<file path="src/rtl/mem_arbiter.sv">
// Two-master (IFU = 0, LSU = 1) arbiter for the single shared memory port.
// Fixed LSU priority by default; define MEM_ARB_RR_EN for round-robin arbitration.
module mem_arbiter #(
  parameter int ADDR_W = 32,
  parameter int DATA_W = 32,
  parameter int MASK_W = DATA_W / 8
) (
  input  logic              clk,
  input  logic              rst,
  input  logic              ifu_req_valid,
  output logic              ifu_req_ready,
  input  logic [ADDR_W-1:0] ifu_addr,
  output logic              ifu_resp_valid,
  input  logic              ifu_resp_ready,
  output logic [DATA_W-1:0] ifu_rdata,
  input  logic              lsu_req_valid,
  output logic              lsu_req_ready,
  input  logic [ADDR_W-1:0] lsu_addr,
  input  logic              lsu_wen,
  input  logic [DATA_W-1:0] lsu_wdata,
  input  logic [MASK_W-1:0] lsu_wmask,
  output logic              lsu_resp_valid,
  input  logic              lsu_resp_ready,
  output logic [DATA_W-1:0] lsu_rdata,
  output logic              mem_req_valid,
  input  logic              mem_req_ready,
  output logic [ADDR_W-1:0] mem_addr,
  output logic              mem_wen,
  output logic [DATA_W-1:0] mem_wdata,
  output logic [MASK_W-1:0] mem_wmask,
  input  logic              mem_resp_valid,
  output logic              mem_resp_ready,
  input  logic [DATA_W-1:0] mem_rdata,
  output logic [1:0]        grant,
  output logic              busy
);

  typedef enum logic [2:0] {IDLE, IFU_REQ, IFU_RESP, LSU_REQ, LSU_RESP} state_t;

  state_t state_reg, state_next;
  logic   pick_lsu;

  always_ff @(posedge clk) begin
    if (rst) state_reg <= IDLE;
    else     state_reg <= state_next;
  end

`ifdef MEM_ARB_RR_EN
  // last_grant: 0 = IFU, 1 = LSU; follows the most recently completed transaction.
  logic last_grant;

  always_ff @(posedge clk) begin
    if (rst)
      last_grant <= 1'b0;
    else if (state_reg == IFU_RESP && mem_resp_valid && ifu_resp_ready)
      last_grant <= 1'b0;
    else if (state_reg == LSU_RESP && mem_resp_valid && lsu_resp_ready)
      last_grant <= 1'b1;
  end

  assign pick_lsu = lsu_req_valid && !(ifu_req_valid && last_grant);
`else
  assign pick_lsu = lsu_req_valid;
`endif

  assign busy = (state_reg != IDLE);

  always_comb begin
    state_next     = state_reg;
    grant          = 2'b00;
    mem_req_valid  = 1'b0;
    mem_addr       = '0;
    mem_wen        = 1'b0;
    mem_wdata      = '0;
    mem_wmask      = '0;
    ifu_req_ready  = 1'b0;
    lsu_req_ready  = 1'b0;
    ifu_resp_valid = 1'b0;
    ifu_rdata      = '0;
    lsu_resp_valid = 1'b0;
    lsu_rdata      = '0;
    mem_resp_ready = 1'b0;

    case (state_reg)
      IDLE: begin
        if (pick_lsu)           state_next = LSU_REQ;
        else if (ifu_req_valid) state_next = IFU_REQ;
      end
      IFU_REQ: begin
        grant         = 2'b01;
        mem_req_valid = ifu_req_valid;
        mem_addr      = ifu_addr;
        ifu_req_ready = mem_req_ready;
        // A withdrawn request abandons the grant without forwarding anything.
        if (!ifu_req_valid)     state_next = IDLE;
        else if (mem_req_ready) state_next = IFU_RESP;
      end
      IFU_RESP: begin
        grant          = 2'b01;
        ifu_resp_valid = mem_resp_valid;
        ifu_rdata      = mem_rdata;
        mem_resp_ready = ifu_resp_ready;
        if (mem_resp_valid && ifu_resp_ready) state_next = IDLE;
      end
      LSU_REQ: begin
        grant         = 2'b10;
        mem_req_valid = lsu_req_valid;
        mem_addr      = lsu_addr;
        mem_wen       = lsu_wen;
        mem_wdata     = lsu_wdata;
        mem_wmask     = lsu_wmask;
        lsu_req_ready = mem_req_ready;
        if (!lsu_req_valid)     state_next = IDLE;
        else if (mem_req_ready) state_next = LSU_RESP;
      end
      LSU_RESP: begin
        grant          = 2'b10;
        lsu_resp_valid = mem_resp_valid;
        lsu_rdata      = mem_rdata;
        mem_resp_ready = lsu_resp_ready;
        if (mem_resp_valid && lsu_resp_ready) state_next = IDLE;
      end
      default: state_next = IDLE;
    endcase
  end

endmodule

</file>
<file path="config.mk">
export PLATFORM = sky130hd
export DESIGN_NAME = mem_arbiter
export DESIGN_NICKNAME = d
export VERILOG_FILES = /design/src/rtl/mem_arbiter.sv
export SDC_FILE = /design/constraint.sdc
export NUM_CORES = 1
export LEC_CHECK = 0
export CAP_MARGIN = 5
export CORE_AREA = 10 10 102 104
export CTS_CLUSTER_DIAMETER = 80
export CTS_CLUSTER_SIZE = 8
export DETAILED_ROUTE_END_ITERATION = 8
export DIE_AREA = 0 0 112 114
export DONT_BUFFER_PORTS = 1
export PLACE_DENSITY = 0.3
export SETUP_SLACK_MARGIN = 0.15
export SLEW_MARGIN = 25
export SYNTH_ARGS = -nofsm -noshare
export SYNTH_HDL_FRONTEND = slang
export SYNTH_SLANG_ARGS = --single-unit
</file>
<file path="constraint.sdc">
create_clock -name clk -period 3.8 [get_ports clk]
set_input_delay 0.76 -clock clk [delete_from_list [all_inputs] [get_ports clk]]
set_output_delay 0.76 -clock clk [all_outputs]
set_load 0.01 [all_outputs]
</file>
==> results.sh, run 1 <==
export IMPL_status="complete, no violations"
export IMPL_final_instance_count_excl_fill=286
export IMPL_regToRegEndpoint="state_reg[1]$_SDFFE_PP0P_"
export IMPL_setup_ws_ps=1128
export IMPL_antenna_cells=0
export IMPL_slew_violations=0
export IMPL_placementRows=34
export IMPL_max_slew_margin_pct=76.42
export IMPL_numCtsBuffers=3
export IMPL_track_usage_pct=9.680
export IMPL_portBuffers=0
export IMPL_largest_reg_flops=3
export IMPL_synthTopCellsByCount="68 x and2_1, 38 x and3_1, 34 x a22o_1"
export IMPL_skew_ps=0.7864
export IMPL_fin_nets=320
export IMPL_grt_start_max_net_pins=48
export IMPL_clk_latency_ps=220
export IMPL_die_area_um2=12770
export IMPL_start_util_pct=15.37
export IMPL_start_kind="flop"
export IMPL_die_h_um=114
export IMPL_grt_overflow_total=0
export IMPL_synth_area_um2=1301
export IMPL_viasPerCell=5.199
export IMPL_critPathKind="reg2out"
export IMPL_crit_path_end_kind="primary output"
export IMPL_post_cts_buffers=0
export IMPL_async_reset_ff_share_pct=0
export IMPL_cts_buffer_depth=2
export IMPL_hold_viol_final=0
export IMPL_rsz0062_at_grt="false"
export IMPL_reg2regPathDepth=6
export IMPL_cts_hold_repair_buffers=0
export IMPL_cts_clk_slew_worst_paths_ps=30
export IMPL_finalCritPeriodShare_pct=70.32
export IMPL_cp_max_fo=40
export IMPL_yosysMostFrequentCell="and2_1"
export IMPL_cts_repair_resized=0
export IMPL_htree_levels=1
export IMPL_ys_warn_count=0
export IMPL_top_level_ports=283
export IMPL_synth_cells=190
export IMPL_synth_edf_count=0
export IMPL_worstPathCellList="nor2b_2, buf_4, and2_1, buf_4, a22o_1"
export IMPL_placed_cells=282
export IMPL_peakVddDrop_uv=260.8
export IMPL_fin_crit_ps=2672
export IMPL_dr_pass1_iters=4
export IMPL_p_leak_nw=0.7039
export IMPL_grt_pass1_wl_mm=10.41
export IMPL_antenna_left=0
export IMPL_area_growth_pct=10.29
export IMPL_tightest_slew_ps=353.7
export IMPL_yosys_area_top_type="and2_1"
export IMPL_synth_cell_types=21
export IMPL_synth_top_area_share_pct=32.69
export IMPL_drive_above_1_share_pct=8.989
export IMPL_vias=1487
export IMPL_die_x_um=112
export IMPL_p_per_area_nw_per_um2=403.0
export IMPL_ys_seq_area_share_pct=4.615
export IMPL_hp_class="reg2reg"
export IMPL_r2r_start="state_reg[1]$_SDFFE_PP0P_"
export IMPL_critPathCapture="mem_req_valid"
export IMPL_setup_violations=0
export IMPL_cpPeakStageDelay_ps=440
export IMPL_synth_area_leaders="and2_1 33%, a22o_1 23%, and3_1 18%"
export IMPL_crit_start="state_reg[0]$_SDFFE_PP0P_"
export IMPL_wl_per_cell_um=26.77
export IMPL_tns_ps=0
export IMPL_crit_slowest_cell="dfxtp_1"
export IMPL_core_area_um2=8466
export IMPL_post_place_ws_ps=1358
export IMPL_place_congestion=0.7238
export IMPL_ys_flop_type="dfxtp_1"
export IMPL_multi_input_area_um2=1150
export IMPL_register_area_um2=60.06
export IMPL_cp_data_required_time_ps=3040
export IMPL_antenna_found_initial=0
export IMPL_maxCapViolCount=0
export IMPL_cts_tree="built"
export IMPL_grt_pass1_vias=1526
export IMPL_max_clock_freq_ghz=0.3742
export IMPL_syn_nets=331
export IMPL_ys_ff_latch=3
export IMPL_drc=0
export IMPL_power_total_mw=0.5783
export IMPL_worstPathArrival_ps=1910
export IMPL_wl_mm=7.657
export IMPL_fillers=971
export IMPL_rrSetupSlack_ps=2100
export IMPL_syn_area_per_cell_um2=6.849
export IMPL_clock_sinks=3
export IMPL_drtIter0Drc=83
export IMPL_crit_top_cell="buf_4"
export IMPL_cts_root_buf="clkbuf_8"
export IMPL_dp_hpwl_mm=6.689
through the flow:
stage | area, µm² | util (%) | hold slack (ps)
after CTS | 1435 | 16.95 | 573.5
after floorplan | 1301 | - | 502.2
final | 1435 | 16.95 | 577.2
after global placement | 1390 | 16.42 | 557.7
after detailed placement | 1390 | 16.42 | 568.6
after global routing | 1435 | 16.95 | 611.9
power breakdown:
part	internal (mW)	total [mW]	switching (mW)
combinational	0.149	0.437	0.288
sequential	0.0381	0.0456	0.00745
clock	0.0718	0.0959	0.0241
total	0.259	0.578	0.320
metal layers:
layer  wire length [µm]  vias up  GRT usage, %
li1                   -      649             -
met1               2395      686         9.577
met2               4097      147         17.99
met3               1127        5         5.354
met4                 36        0        0.9306
met5                  0        -             0
final cells by class:
type / count / area share [%]
Timing Repair Buffer: 6 / 3.139
Sequential cell: 3 / 4.185
Multi-Input combinational cell: 165 / 80.12
Clock buffer: 4 / 3.139
Tap cell: 108 / 9.416
cells by family after synthesis:
logic type | synth area share (%)
AO/OA/AOI/OAI | 24.14
buffers and inverters | 7.404
AND/OR/NAND/NOR | 60.77
flip-flops | 4.616
multiplexers | 3.077
cell usage in the layout, fill, tap and decap left out, types with 2 or more instances in the layout:
cell and count:
and2_1 68, and3_1 38, a22o_1 34, buf_4 6
mux2i_1 4, nand2_1 4, nand2b_1 3, clkbuf_8 3
dfxtp_1 3, nor3b_2 2, or2_2 2, or3_1 2
worst max-delay path, delay by kind of cell (launching register included):
family                 cells  cell delay [ps]
AO/OA/AOI/OAI              1              280
buffers and inverters      2              600
flip-flops                 1              440
AND/OR/NAND/NOR            2              350
worst min path at each step:
stage / startpoint / end / slack [ps] / cells after the start
floorplan: state_reg[2]$_SDFFE_PP0P_ / state_reg[2]$_SDFFE_PP0P_ / 500 / 2
global placement: state_reg[2]$_SDFFE_PP0P_ / state_reg[2]$_SDFFE_PP0P_ / 560 / 2
detailed placement: state_reg[2]$_SDFFE_PP0P_ / state_reg[2]$_SDFFE_PP0P_ / 570 / 2
CTS: state_reg[2]$_SDFFE_PP0P_ / state_reg[2]$_SDFFE_PP0P_ / 570 / 2
global route: rst / state_reg[0]$_SDFFE_PP0P_ / 610 / 1
finish: state_reg[2]$_SDFFE_PP0P_ / state_reg[2]$_SDFFE_PP0P_ / 580 / 2
No activity file was read; power rests on OpenSTA's default activity.
==> run 2, diff against run 1 <==
Settings changed: ABC_AREA from default to 1, CORE_AREA 10 10 102 104 to 10 10 101 103, DIE_AREA 0 0 112 114 to 0 0 111 113.
Clock period 3.8 ns to 2.7 ns, I/O delays scaled along.
==> run 2 against run 1 <==
Compared with the run above: critical path depth decreased by 1; utilization increased by 1.0 points; first-iteration DRC count increased by 42%; clock-buffer cell count unchanged; area after synthesis increased by 3.8%; register-to-register slack got worse by 1000 ps; sequential share of layout area decreased by 0.072 points; via count increased by 15%; critical endpoint is now mem_addr[28].
==> results.sh, run 2 <==
export IMPL_cp_max_fo=32
export IMPL_drc=0
export IMPL_cts_clk_slew_worst_paths_ps=30
export IMPL_start_util_pct=16.60
export IMPL_viasPerCell=4.504
export IMPL_worstPathCellList="inv_2, nand3_2, inv_2, a22o_1"
export IMPL_critPathKind="reg2out"
export IMPL_max_clock_freq_ghz=0.4819
export IMPL_cp_data_required_time_ps=2160
export IMPL_worstPathArrival_ps=1540
export IMPL_yosys_area_top_type="nor2_1"
export IMPL_htree_levels=1
export IMPL_slew_violations=0
export IMPL_p_comb_share_pct=80.3
export IMPL_synth_area_um2=1350
export IMPL_maxCapViolCount=0
export IMPL_cts_repair_resized=0
export IMPL_post_cts_buffers=0
export IMPL_ys_warn_count=0
export IMPL_wl_per_cell_um=20.13
export IMPL_rsz0062_at_grt="false"
export IMPL_synth_top_area_share_pct=32.25
export IMPL_die_area_um2=12540
export IMPL_utilization_pct=17.95
export IMPL_regToRegEndpoint="state_reg[2]$_SDFFE_PP0P_"
export IMPL_yosysMostFrequentCell="nor2_1"
export IMPL_hold_path_depth=3
export IMPL_reg2regPathDepth=8
export IMPL_cts_hold_repair_buffers=0
export IMPL_top_level_ports=283
export IMPL_ys_seq_area_share_pct=4.449
export IMPL_register_area_um2=60.06
export IMPL_setup_violations=0
export IMPL_p_int_mw=0.3954
export IMPL_crit_path_end_kind="primary output"
export IMPL_synth_edf_count=0
export IMPL_synth_cell_types=17
export IMPL_drive_above_1_share_pct=6.204
export IMPL_dr_pass1_iters=4
export IMPL_power_frac_seq_pct=8.1
export IMPL_track_usage_pct=10.10
export IMPL_antenna_cells=0
export IMPL_fin_nets=416
export IMPL_power_switching_mw=0.7741
export IMPL_finalCritPeriodShare_pct=76.86
export IMPL_antenna_left=0
export IMPL_die_x_um=111
export IMPL_timing_critical_path_buf_inv=2
export IMPL_hold_viol_final=0
export IMPL_min_to="state_reg[0]$_SDFFE_PP0P_"
export IMPL_grt_pass1_vias=1785
export IMPL_status="complete, no violations"
export IMPL_grt_pass1_wl_mm=10.63
export IMPL_skew_ps=0.2962
export IMPL_grt_overflow_total=0
export IMPL_p_per_area_nw_per_um2=801.0
export IMPL_async_reset_ff_share_pct=0
export IMPL_max_slew_margin_pct=68.91
export IMPL_crit_slowest_cell="inv_2"
export IMPL_vias=1707
export IMPL_hp_class="in2reg"
export IMPL_start_kind="flop"
export IMPL_area_growth_pct=8.156
export IMPL_whs_ps=511.7
export IMPL_cts_buffer_depth=2
export IMPL_cts_tree="built"
export IMPL_grt_start_max_net_pins=41
export IMPL_ys_ff_latch=3
export IMPL_hp_start="rst"
export IMPL_p_leak_nw=0.9609
export IMPL_cpPeakStageDelay_ps=380
export IMPL_die_h_um=113
export IMPL_synth_cells=283
export IMPL_final_cell_area_um2=1460
export IMPL_dp_hpwl_mm=6.849
export IMPL_clkPwrFrac_pct=11.6
export IMPL_cts_root_buf="clkbuf_8"
export IMPL_clock_sinks=3
export IMPL_antenna_found_initial=0
export IMPL_tightest_slew_ps=465.7
export IMPL_fin_crit_ps=2075
export IMPL_syn_nets=424
export IMPL_peakVddDrop_uv=168.1
export IMPL_clk_latency_ps=220
export IMPL_drtIter0Drc=118
export IMPL_layout_common_cells="116 x nor2_1, 77 x inv_1, 32 x a22o_1"
export IMPL_core_area_um2=8134
export IMPL_placementRows=33
export IMPL_fillers=962
export IMPL_wl_mm=7.629
export IMPL_rrSetupSlack_ps=1060
export IMPL_synthTopCellsByCount="116 x nor2_1, 77 x inv_1, 32 x a22o_1"
export IMPL_cp_top_family="buffers and inverters"
export IMPL_cp_depth=4
export IMPL_tns_ps=0
export IMPL_swShare_pct=66.19
export IMPL_mostFrequentLayoutCell="nor2_1"
export IMPL_placed_area_um2=1415
export IMPL_ys_flop_type="dfxtp_1"
export IMPL_synth_area_leaders="nor2_1 32%, inv_1 21%, a22o_1 21%"
export IMPL_r2r_start="state_reg[2]$_SDFFE_PP0P_"
export IMPL_place_congestion=0.7832
export IMPL_portBuffers=0
export IMPL_largest_reg_flops=3
export IMPL_multi_input_area_um2=885.9
export IMPL_syn_area_per_cell_um2=4.770
export IMPL_power_total_mw=1.170
export IMPL_crit_top_cell="inv_2"
export IMPL_numCtsBuffers=3
==> run 2: changes by cell type after synthesis, sizes merged, moves of 12 or more <==
cell / previous run / this run
and3: 39 / 0
inv: 0 / 82
nand2: 4 / 16
nor2: 1 / 118
clkbuf: 14 / 2
and2: 68 / 0
==> run 2: kinds of logic after synthesis <==
family                 after synthesis  share of synthesized area [%]
flip-flops                           3                          4.449
AND/OR/NAND/NOR                    147                          44.12
buffers and inverters               99                          29.94
AO/OA/AOI/OAI                       34                          21.50
==> run 2: metrics by stage <==
step	setup slack (ps)	cells
2_1_floorplan	1078	283
3_3_place_gp	885.0	375
3_5_place_dp	860.3	375
4_1_cts	624.8	379
5_1_grt	462.1	379
6_report	624.9	379
==> run 2: worst register-to-register path, cell delays in order, from the launching register on <==
cell     delay (ps)
dfxtp_1         390
inv_2           130
nand3_2         100
buf_4           350
nor2_2           80
nor2_1          240
nand3_1         140
nand2_1          80
nor2_1           30
==> run 2: how the worst max path moves through the flow <==
stage / start / endpoint / slack (ps)
finish: state_reg[2]$_SDFFE_PP0P_ / mem_addr[28] / 620
global route: state_reg[2]$_SDFFE_PP0P_ / mem_req_valid / 460
CTS: state_reg[2]$_SDFFE_PP0P_ / mem_addr[28] / 620
detailed placement: state_reg[2]$_SDFFE_PP0P_ / mem_addr[28] / 860
global placement: state_reg[1]$_SDFFE_PP0P_ / mem_addr[28] / 890
floorplan: state_reg[1]$_SDFFE_PP0P_ / mem_wdata[22] / 1080
==> run 2: area by class of cell <==
class | count | share of cell area (%)
sequential | 3 | 4.113
inverter | 82 | 21.08
tap | 105 | 8.997
clock buffer | 4 | 3.085
timing repair buffer | 4 | 2.057
multi-input combinational | 181 | 60.67
==> run 2: power by group through the flow <==
| stage | combinational, mW | clock, mW | sequential (mW) |
|---|---|---|---|
| CTS | 0.969 | 0.139 | 0.0950 |
| finish | 0.939 | 0.136 | 0.0948 |
| global route | 1.04 | 0.140 | 0.0995 |
| global placement | 0.975 | 0 | 0.0963 |
| floorplan | 0.813 | 0 | 0.0802 |
| detailed placement | 0.967 | 0 | 0.0956 |
==> run 2: metal layers <==
metal / vias to the layer above / share of wire, % / GRT usage [%]
met1: 745 / 34 / 9.636
met4: 0 / 1.1 / 2.604
met5: - / 0 / 0
li1: 814 / - / -
met3: 8 / 11 / 4.068
met2: 140 / 54 / 19.58
==> run 3, diff against run 2 <==
Clock period 2.7 ns to 1.8 ns, I/O delays scaled along.
==> run 3 against run 2 <==
Compared with the run above: critical path depth up 1; combinational power up 140%; sequential cell count unchanged; cell area up 71%; critical path type unchanged.
==> results.sh, run 3 (synthesis gave the netlist of run 2 again) <==
export IMPL_grt_pass1_vias=2136
export IMPL_area_growth_pct=85.45
export IMPL_register_area_um2=66.31
export IMPL_layout_common_cells="111 x buf_4, 104 x nor2_1, 77 x inv_1"
export IMPL_final_instance_count_excl_fill=492
export IMPL_vias=2121
export IMPL_cts_tree="built"
export IMPL_antenna_left=0
export IMPL_start_util_pct=16.60
export IMPL_status="complete, no violations"
export IMPL_die_area_um2=12540
export IMPL_placed_cells=484
export IMPL_cts_root_buf="clkbuf_8"
export IMPL_portBuffers=0
export IMPL_cp_data_required_time_ps=1440
export IMPL_antenna_found_initial=0
export IMPL_wl_mm=8.981
export IMPL_cts_clk_slew_worst_paths_ps=30
export IMPL_die_x_um=111
export IMPL_dp_hpwl_mm=7.815
export IMPL_tns_ps=0
export IMPL_dr_pass1_iters=4
export IMPL_finalCritPeriodShare_pct=90.75
export IMPL_clk_latency_ps=210
export IMPL_p_per_area_nw_per_um2=1034
export IMPL_p_leak_nw=1.651
export IMPL_mostFrequentLayoutCell="buf_4"
export IMPL_crit_slowest_cell="dfxtp_4"
export IMPL_start_kind="flop"
export IMPL_core_area_um2=8134
export IMPL_fin_nets=529
export IMPL_drc=0
export IMPL_peakVddDrop_uv=324.9
export IMPL_place_congestion=0.7966
export IMPL_htree_levels=1
export IMPL_cp_depth=5
export IMPL_fillers=903
export IMPL_antenna_cells=0
export IMPL_die_h_um=113
export IMPL_crit_path_end_kind="primary output"
export IMPL_reg2regPathDepth=8
export IMPL_drive_above_1_share_pct=40.31
export IMPL_numCtsBuffers=3
export IMPL_tightest_slew_ps=279.4
export IMPL_skew_ps=2.363
export IMPL_clock_sinks=3
export IMPL_hp_class="in2reg"
export IMPL_hold_viol_final=0
export IMPL_grt_start_max_net_pins=35
export IMPL_hold_path_depth=3
export IMPL_critPathKind="reg2out"
export IMPL_largest_reg_flops=3
export IMPL_drtIter0Drc=105
export IMPL_setup_violations=0
export IMPL_wl_per_cell_um=18.25
export IMPL_utilization_pct=30.78
export IMPL_track_usage_pct=11.97
export IMPL_multi_input_area_um2=1005
export IMPL_rsz0062_at_grt="true"
export IMPL_cts_buffer_depth=2
export IMPL_max_clock_freq_ghz=0.6121
export IMPL_maxCapViolCount=0
export IMPL_grt_overflow_total=0
export IMPL_top_level_ports=283
export IMPL_cp_max_fo=17
export IMPL_fin_crit_ps=1634
export IMPL_slew_violations=0
export IMPL_worstPathArrival_ps=1270
export IMPL_viasPerCell=4.311
export IMPL_timing_critical_path_buf_inv=2
export IMPL_grt_pass1_wl_mm=12.49
export IMPL_max_slew_margin_pct=81.30
export IMPL_cpPeakStageDelay_ps=370
export IMPL_placementRows=33
export IMPL_worstPathCellList="nor2_4, nand2_4, buf_12, nor2_1, buf_4"
export IMPL_cp_top_family="simple AND/OR/NAND/NOR gates"
[run 3: per-stage QoR]
stage	hold WS, ps	worst slack (ps)	cell area, µm²	power [mW]
floorplan	513.5	357.7	1350	1.339
global placement	543.0	251.0	2271	2.185
detailed placement	551.0	217.6	2271	2.179
CTS	313.4	138.9	2323	2.399
global route	321.7	102.0	2504	2.810
finish	313.7	166.4	2504	2.588
[run 3: area by class of cell]
cell class | instances | share of cell area (%)
inverters | 82 | 12.59
clock buffers | 4 | 1.799
flip-flops and latches | 3 | 2.649
well taps | 105 | 5.247
multi-input cells | 181 | 40.13
repair buffers | 117 | 37.58
[run 3: worst paths after layout]
check / slack (ps) / startpoint / end
worst max-delay path: 170 / state_reg[1]$_SDFFE_PP0P_ / lsu_resp_valid
worst min-delay path: 310 / rst / state_reg[1]$_SDFFE_PP0P_
worst max register to register: 390 / state_reg[2]$_SDFFE_PP0P_ / state_reg[2]$_SDFFE_PP0P_
worst min register to register: 550 / state_reg[1]$_SDFFE_PP0P_ / state_reg[1]$_SDFFE_PP0P_
[run 3: routing by layer]
| layer | up-vias | routed length (µm) | part of all wire, % | GRT usage (%) |
|---|---|---|---|---|
| li1 | 1042 | - | - | - |
| met1 | 928 | 3065 | 34 | 11.44 |
| met2 | 149 | 5008 | 56 | 23.51 |
| met3 | 2 | 884 | 9.8 | 5.071 |
| met4 | 0 | 23 | 0.26 | 1.997 |
| met5 | - | 0 | 0 | 0 |
[run 3: where the power goes]
group	switching, mW	total (mW)	internal (mW)
clock	0.0425	0.193	0.151
sequential	0.0458	0.148	0.103
combinational	1.27	2.25	0.974
total	1.36	2.59	1.23
[run 3: tightest hold or removal path: cells and delay by family]
kind,cells,cell delay [ps]
buf+inv,1,40
simple gates,2,90
[run 3: what timing repair did]
item                       CTS  global route
setup buffers                0             2
pin swaps                    0             1
resized for setup            4            29
hold buffers                 0             0
setup endpoints to repair  131           138
cloned                       0             2
